`config.mk`:
```
export PLATFORM = sky130hd
export DESIGN_NAME = uart_rx_checked
export DESIGN_NICKNAME = d
export VERILOG_FILES = /design/src/rtl/uart_pkg.sv /design/src/rtl/sync_2ff.sv /design/src/rtl/uart_rx_checked.sv
export SDC_FILE = /design/constraint.sdc
export NUM_CORES = 1
export LEC_CHECK = 0
export CAP_MARGIN = 20
export CORE_UTILIZATION = 56
export DETAILED_ROUTE_END_ITERATION = 7
export PLACE_DENSITY = 0.75
export SLEW_MARGIN = 40
export SYNTH_ARGS = -nofsm -noshare
export SYNTH_HDL_FRONTEND = slang
export SYNTH_SLANG_ARGS = --single-unit
```
`constraint.sdc`:
```
create_clock -name clk_3125 -period 2.4 [get_ports clk_3125]
set_input_delay 0.6 -clock clk_3125 [delete_from_list [all_inputs] [get_ports clk_3125]]
set_output_delay 0.6 -clock clk_3125 [all_outputs]
set_load 0.03 [all_outputs]
```
`src/rtl/uart_pkg.sv`:
```
// Shared types and defaults for the 8-bit parity UART receive path.
// Holds the receiver state enum, parity-type encodings and frame defaults.
package uart_pkg;

   typedef enum logic [2:0] {
      IDLE,
      START,
      DATA,
      PARITY,
      STOP,
      BREAK
   } rx_state_t;

   localparam logic PARITY_EVEN = 1'b0;
   localparam logic PARITY_ODD  = 1'b1;

   localparam int DEFAULT_CLKS_PER_BIT = 27;
   localparam int FRAME_BITS           = 11;

endpackage

```
`src/rtl/sync_2ff.sv`:
```
// Generic two-flop synchroniser for a single asynchronous input bit.
// Ports: clk, rst_n (async active-low), d (async in), q (synchronised out).
module sync_2ff #(
   parameter logic RESET_VAL = 1'b0
) (
   input  logic clk,
   input  logic rst_n,
   input  logic d,
   output logic q
);

   logic meta;

   always_ff @(posedge clk or negedge rst_n) begin
      if (!rst_n) begin
         meta <= RESET_VAL;
         q    <= RESET_VAL;
      end else begin
         meta <= d;
         q    <= meta;
      end
   end

endmodule

```
`src/rtl/uart_rx_checked.sv`:
```
// UART receiver: start, 8 data bits LSB-first, parity, stop; with error flags.
// Ports: clk_3125, rst_n, parity_type, rx in; rx_msg, rx_parity, rx_complete,
//        parity_err, frame_err, busy out.
module uart_rx_checked
   import uart_pkg::*;
#(
   parameter int CLKS_PER_BIT = DEFAULT_CLKS_PER_BIT,
   parameter int HALF_BIT     = CLKS_PER_BIT / 2
) (
   input  logic       clk_3125,
   input  logic       rst_n,
   input  logic       parity_type,
   input  logic       rx,
   output logic [7:0] rx_msg,
   output logic       rx_parity,
   output logic       rx_complete,
   output logic       parity_err,
   output logic       frame_err,
   output logic       busy
);

   if (CLKS_PER_BIT < 4) begin : g_bad_rate
      $error("CLKS_PER_BIT must be at least 4");
   end

   localparam int CW = $clog2(CLKS_PER_BIT);
   localparam logic [CW-1:0] BIT_LAST  = CW'(CLKS_PER_BIT - 1);
   localparam logic [CW-1:0] HALF_LAST = CW'(HALF_BIT - 1);

   logic rx_s;

   sync_2ff #(
      .RESET_VAL(1'b1)
   ) u_sync (
      .clk  (clk_3125),
      .rst_n(rst_n),
      .d    (rx),
      .q    (rx_s)
   );

   rx_state_t     state, state_nx;
   logic [CW-1:0] clk_cnt, clk_cnt_nx;
   logic [2:0]    bit_cnt, bit_cnt_nx;
   logic [7:0]    shreg, shreg_nx;
   logic          par_bit, par_bit_nx;
   logic          ptype, ptype_nx;
   logic [7:0]    msg_nx;
   logic          rxpar_nx, perr_nx, ferr_nx;
   logic          done_nx, busy_nx;
   logic          bit_end;

   always_ff @(posedge clk_3125 or negedge rst_n) begin
      if (!rst_n) begin
         state       <= IDLE;
         clk_cnt     <= '0;
         bit_cnt     <= '0;
         shreg       <= '0;
         par_bit     <= 1'b0;
         ptype       <= 1'b0;
         rx_msg      <= '0;
         rx_parity   <= 1'b0;
         parity_err  <= 1'b0;
         frame_err   <= 1'b0;
         rx_complete <= 1'b0;
         busy        <= 1'b0;
      end else begin
         state       <= state_nx;
         clk_cnt     <= clk_cnt_nx;
         bit_cnt     <= bit_cnt_nx;
         shreg       <= shreg_nx;
         par_bit     <= par_bit_nx;
         ptype       <= ptype_nx;
         rx_msg      <= msg_nx;
         rx_parity   <= rxpar_nx;
         parity_err  <= perr_nx;
         frame_err   <= ferr_nx;
         rx_complete <= done_nx;
         busy        <= busy_nx;
      end
   end

   assign bit_end = (clk_cnt == BIT_LAST);

   always_comb begin
      state_nx   = state;
      clk_cnt_nx = clk_cnt;
      bit_cnt_nx = bit_cnt;
      shreg_nx   = shreg;
      par_bit_nx = par_bit;
      ptype_nx   = ptype;
      msg_nx     = rx_msg;
      rxpar_nx   = rx_parity;
      perr_nx    = parity_err;
      ferr_nx    = frame_err;
      done_nx    = 1'b0;
      busy_nx    = busy;

      unique case (state)
         IDLE: begin
            clk_cnt_nx = '0;
            bit_cnt_nx = '0;
            if (!rx_s) state_nx = START;
         end
         START: begin
            if (clk_cnt == HALF_LAST) begin
               clk_cnt_nx = '0;
               // Line back high at mid-start: a glitch, drop it quietly.
               if (!rx_s) begin
                  ptype_nx = parity_type;
                  busy_nx  = 1'b1;
                  state_nx = DATA;
               end else begin
                  state_nx = IDLE;
               end
            end else begin
               clk_cnt_nx = clk_cnt + 1'b1;
            end
         end
         DATA: begin
            if (bit_end) begin
               clk_cnt_nx = '0;
               shreg_nx   = {rx_s, shreg[7:1]};
               bit_cnt_nx = bit_cnt + 1'b1;
               if (bit_cnt == 3'd7) state_nx = PARITY;
            end else begin
               clk_cnt_nx = clk_cnt + 1'b1;
            end
         end
         PARITY: begin
            if (bit_end) begin
               clk_cnt_nx = '0;
               par_bit_nx = rx_s;
               state_nx   = STOP;
            end else begin
               clk_cnt_nx = clk_cnt + 1'b1;
            end
         end
         STOP: begin
            if (bit_end) begin
               clk_cnt_nx = '0;
               msg_nx     = shreg;
               rxpar_nx   = par_bit;
               perr_nx    = ((^shreg) ^ par_bit) != ptype;
               ferr_nx    = ~rx_s;
               done_nx    = 1'b1;
               // A low stop means a break; wait for idle before rearming.
               if (rx_s) begin
                  busy_nx  = 1'b0;
                  state_nx = IDLE;
               end else begin
                  state_nx = BREAK;
               end
            end else begin
               clk_cnt_nx = clk_cnt + 1'b1;
            end
         end
         BREAK: begin
            if (rx_s) begin
               busy_nx  = 1'b0;
               state_nx = IDLE;
            end
         end
         default: state_nx = IDLE;
      endcase
   end

endmodule

```
==> impl_summary.md <==
Power and ir drop
The analysis attributes to cell leakage a power of around 0.95 nW. VDD sags by at most slightly below 0.0004 V. The power per cell area is 565 mW/mm^2.

Cells and area
The area growth from synthesis to layout is 13.7%. After routing the design area is between 0.0015 and 0.002 mm^2. Cells with a size suffix above 1 make up ~24% of the layout. The final antenna diode count is 0. The final net count is between 150 and 200.

Critical path
Counting both buffers and inverters, the worst setup path holds a total of 1. For the worst setup path, the data arrival time is between 1 and 1.5 ns. For this design, the slowest cell found on the critical path is clkdlybuf4s50_1. The startpoint type of the worst setup path is a flip-flop. The kind of cell adding the most delay to the critical path is buffers and inverters.

In this run the register-to-register setup slack is 0.45 ns. Of all nets on the critical path, the largest fanout is 2. The largest stage delay on the critical path is ~0.67 ns.

The critical path goes through clkdlybuf4s50_1. The sort of element at the end of the critical path is an output port. The critical path data required time is about 1.8 ns.

The worst setup path is of the reg -> out kind.

Floorplanning
The number of ports placed on the die boundary is 17. The core region area is between 0.002 and 0.003 mm^2. The number of standard-cell rows in the floorplan is 19. The die height is between 50 and 60 um.

The starting utilization of the core area is between 60% and 70%. The die extent in x is between 50 and 60 um. The die covers about 0.0033 mm^2.

Timing
The slew at the pin closest to its max-slew limit is 0.521 ns. Dividing the final minimum period by the clock period gives between 80% and 90%. The clock tree skew after final layout is approximately 0.0072 ns. Timing would allow up to about 510 MHz. The final max-slew violation count was 0. Subtracting the final worst setup slack from the clock period gives 1.97 ns. The setup TNS is 0 ns. The post-layout worst setup margin is ~0.43 ns. The count of final hold-check violations came to 0. The worst pin sits at a relative slew slack of between 60% and 70%. The number of setup violations in the final report is 0. Setup repair after global routing left no endpoint under its margin.

Clocking
After clock tree synthesis, the clock-pin slew on the worst setup and hold paths is ~0.11 ns. The clock tree from TritonCTS is yes. The number of setup buffers added after CTS is 0.

The clock passes through at most 2 buffers. The clock reaches the later pin of the worst-skew pair after 0.33 ns. Counting every sink on the clock net gives 36. The root buffer cell chosen for the clock tree is clkbuf_4.

Clock tree synthesis inserted a total of 5 buffers. The number of resized instances in the post-cts repair step is 0. Hold repair after CTS inserted 0 buffers. The H-tree generated during clock tree synthesis spans 2 levels.

Global route
The total global routing track utilization is 19.0%. Entering global routing, the biggest net connects 37 pins. The total global routing overflow is 0. The global-route wire length before repair is roughly 4700 um.

The initial antenna violation count is 0. The number of global-route vias before repair is 997.

Routing
The total detailed-routing wirelength is about 2700 um. After detailed routing, the number of vias per cell comes to roughly 5.9. The DRC violation count after routing is 3.

The first routing iteration left 27 violations. The via count is ~1.1k. Once detail routing completed, the nets flagged for antenna violations numbered 0. Dividing the detail-routed wire length by the instance count gives 14.5 um. For this run, the detailed router's first-pass iteration total came to 6.

Hold path
The path class of the lowest-slack min-delay path is reg -> reg.

Synth
The warning count from the yosys run is 0. The net count of the mapped netlist is around 150. The average instance area after synthesis is 12.8 um^2.

The synthesized netlist cell count is about 140. The number of synthesized flops with an enable pin is 0. For this run, the register share of the synthesized area comes to 51.9%. Counting flops and latches in the post-synthesis netlist gives 36. The number of different library cells used by synthesis comes to 40.

The mapped netlist covers around 0.0017 mm^2. After synthesis, the share of flip-flops with an asynchronous set or reset is between 90% and 100%. In the synthesized netlist the dominant register cell turns out to be dfrtp_1.

Place
Summed over all nets, the half-perimeter wirelength after detailed placement is approximately 1900 um. Before CTS, the worst setup slack after placement is about 0.45 ns. The placement-stage cell area is about 0.0019 mm^2. The number of port buffers is 16. Routability-driven placement finished with a final weighted congestion of approximately 0.73.

Run status
The final reports fail on DRC. The flow ran to the end, but the final reports show violations.

Job
The number of maximum-capacitance violations is 0.
[state kept, by name, indices dropped and copies added, names as in the netlist, 3 cells and up]
signal   count
rx_msg       8
shreg        8
clk_cnt      5
bit_cnt      3
state        3
[cell families (layout without fill, tap and decap cells)]
group / Yosys count / in the layout / synth area share, %
AOI/OAI and AO/OA: 24 / 24 / 8.99
adders and majority gates: 5 / 5 / 3.60
muxes: 23 / 23 / 14.7
DFF: 36 / 36 / 51.9
and+or+nand+nor: 28 / 28 / 12.0
buffers and inverters: 10 / 31 / 2.95
xor gates and xnor gates: 10 / 10 / 5.83
[layout make-up]
cell class	count	area (um^2)
flip-flops and latches	36	903
fillers	221	876
multi-input cells	90	785
repair buffers	18	175
well taps	31	38.8
clock buffers	5	37.5
clock inverters	3	18.8
inverters	5	18.8
[per-layer routing]
layer	share of wire, %	global-route usage, %
met1	50	26.6
met2	46	28.1
met3	3.5	6.70
met4	1.1	6.12
met5	0	0
[cells in the mapped netlist (all sizes together), types with 2 or more instances]
| master | n | area [um^2] |
|---|---|---|
| and4b | 2 | 21.3 |
| dfstp | 2 | 52.6 |
| o21ai | 5 | 25.0 |
| nor2 | 7 | 26.3 |
| o2bb2ai | 3 | 26.3 |
| nand4 | 2 | 12.5 |
| inv | 5 | 18.8 |
| nor3 | 2 | 32.5 |
| buf | 4 | 28.8 |
| dfrtp | 34 | 851 |
| nand4b | 3 | 41.3 |
| a22oi | 2 | 15.0 |
| mux2i | 3 | 30.0 |
| nand2 | 3 | 11.3 |
| a21oi | 5 | 25.0 |
| ha | 5 | 62.6 |
| o31ai | 3 | 22.5 |
| a31oi | 3 | 18.8 |
| xor2 | 3 | 26.3 |
| xnor2 | 6 | 52.6 |
| mux2 | 20 | 225 |
[worst register-to-register path, cell delays in order (launching register included)]
cell	delay [ns]
dfrtp_1	0.41
inv_1	0.12
ha_1	0.23
nand4b_4	0.21
nor3_4	0.34
buf_4	0.23
mux2_2	0.33
[cells in the final DEF, fill, tap and decap left out, drive strengths merged, types with 5 or more instances in the layout]
cell type	Yosys	layout
a21oi	5	5
clkbuf	1	5
clkdlybuf4s50	0	16
dfrtp	34	34
ha	5	5
inv	5	5
mux2	20	20
nor2	7	7
o21ai	5	5
xnor2	6	6
[metrics by stage]
stage	std cells	hold WS (ns)	utilization (%)	total power, mW
finish	188	0.370	69.3	1.12
global route	188	0.375	69.3	1.19
CTS	188	0.367	69.3	1.13
detailed placement	180	0.350	67.3	0.821
global placement	180	0.348	67.3	0.815
floorplan	136	0.304	-	0.779
[worst paths after layout]
| kind | startpoint | endpoint | depth (start not counted) |
|---|---|---|---|
| max reg2reg | clk_cnt[0]$_DFFE_PN0P_ | rx_msg[3]$_DFFE_PN0P_ | 6 |
| max | rx_msg[7]$_DFFE_PN0P_ | rx_msg[7] | 1 |
| min in group asynchronous | rst_n | state[2]$_DFFE_PN0P_ | 2 |
| min reg2reg | u_sync.meta$_DFF_PN1_ | u_sync.q$_DFF_PN1_ | 0 |
| max in group asynchronous | rst_n | u_sync.q$_DFF_PN1_ | 2 |
| min | u_sync.meta$_DFF_PN1_ | u_sync.q$_DFF_PN1_ | 0 |
[where the power goes]
part / switching, mW / internal [mW]
logic: 0.0641 / 0.0593
clock network: 0.197 / 0.112
registers: 0.0488 / 0.635
total: 0.310 / 0.807
Note: power is estimated with default switching activity, not from simulation.
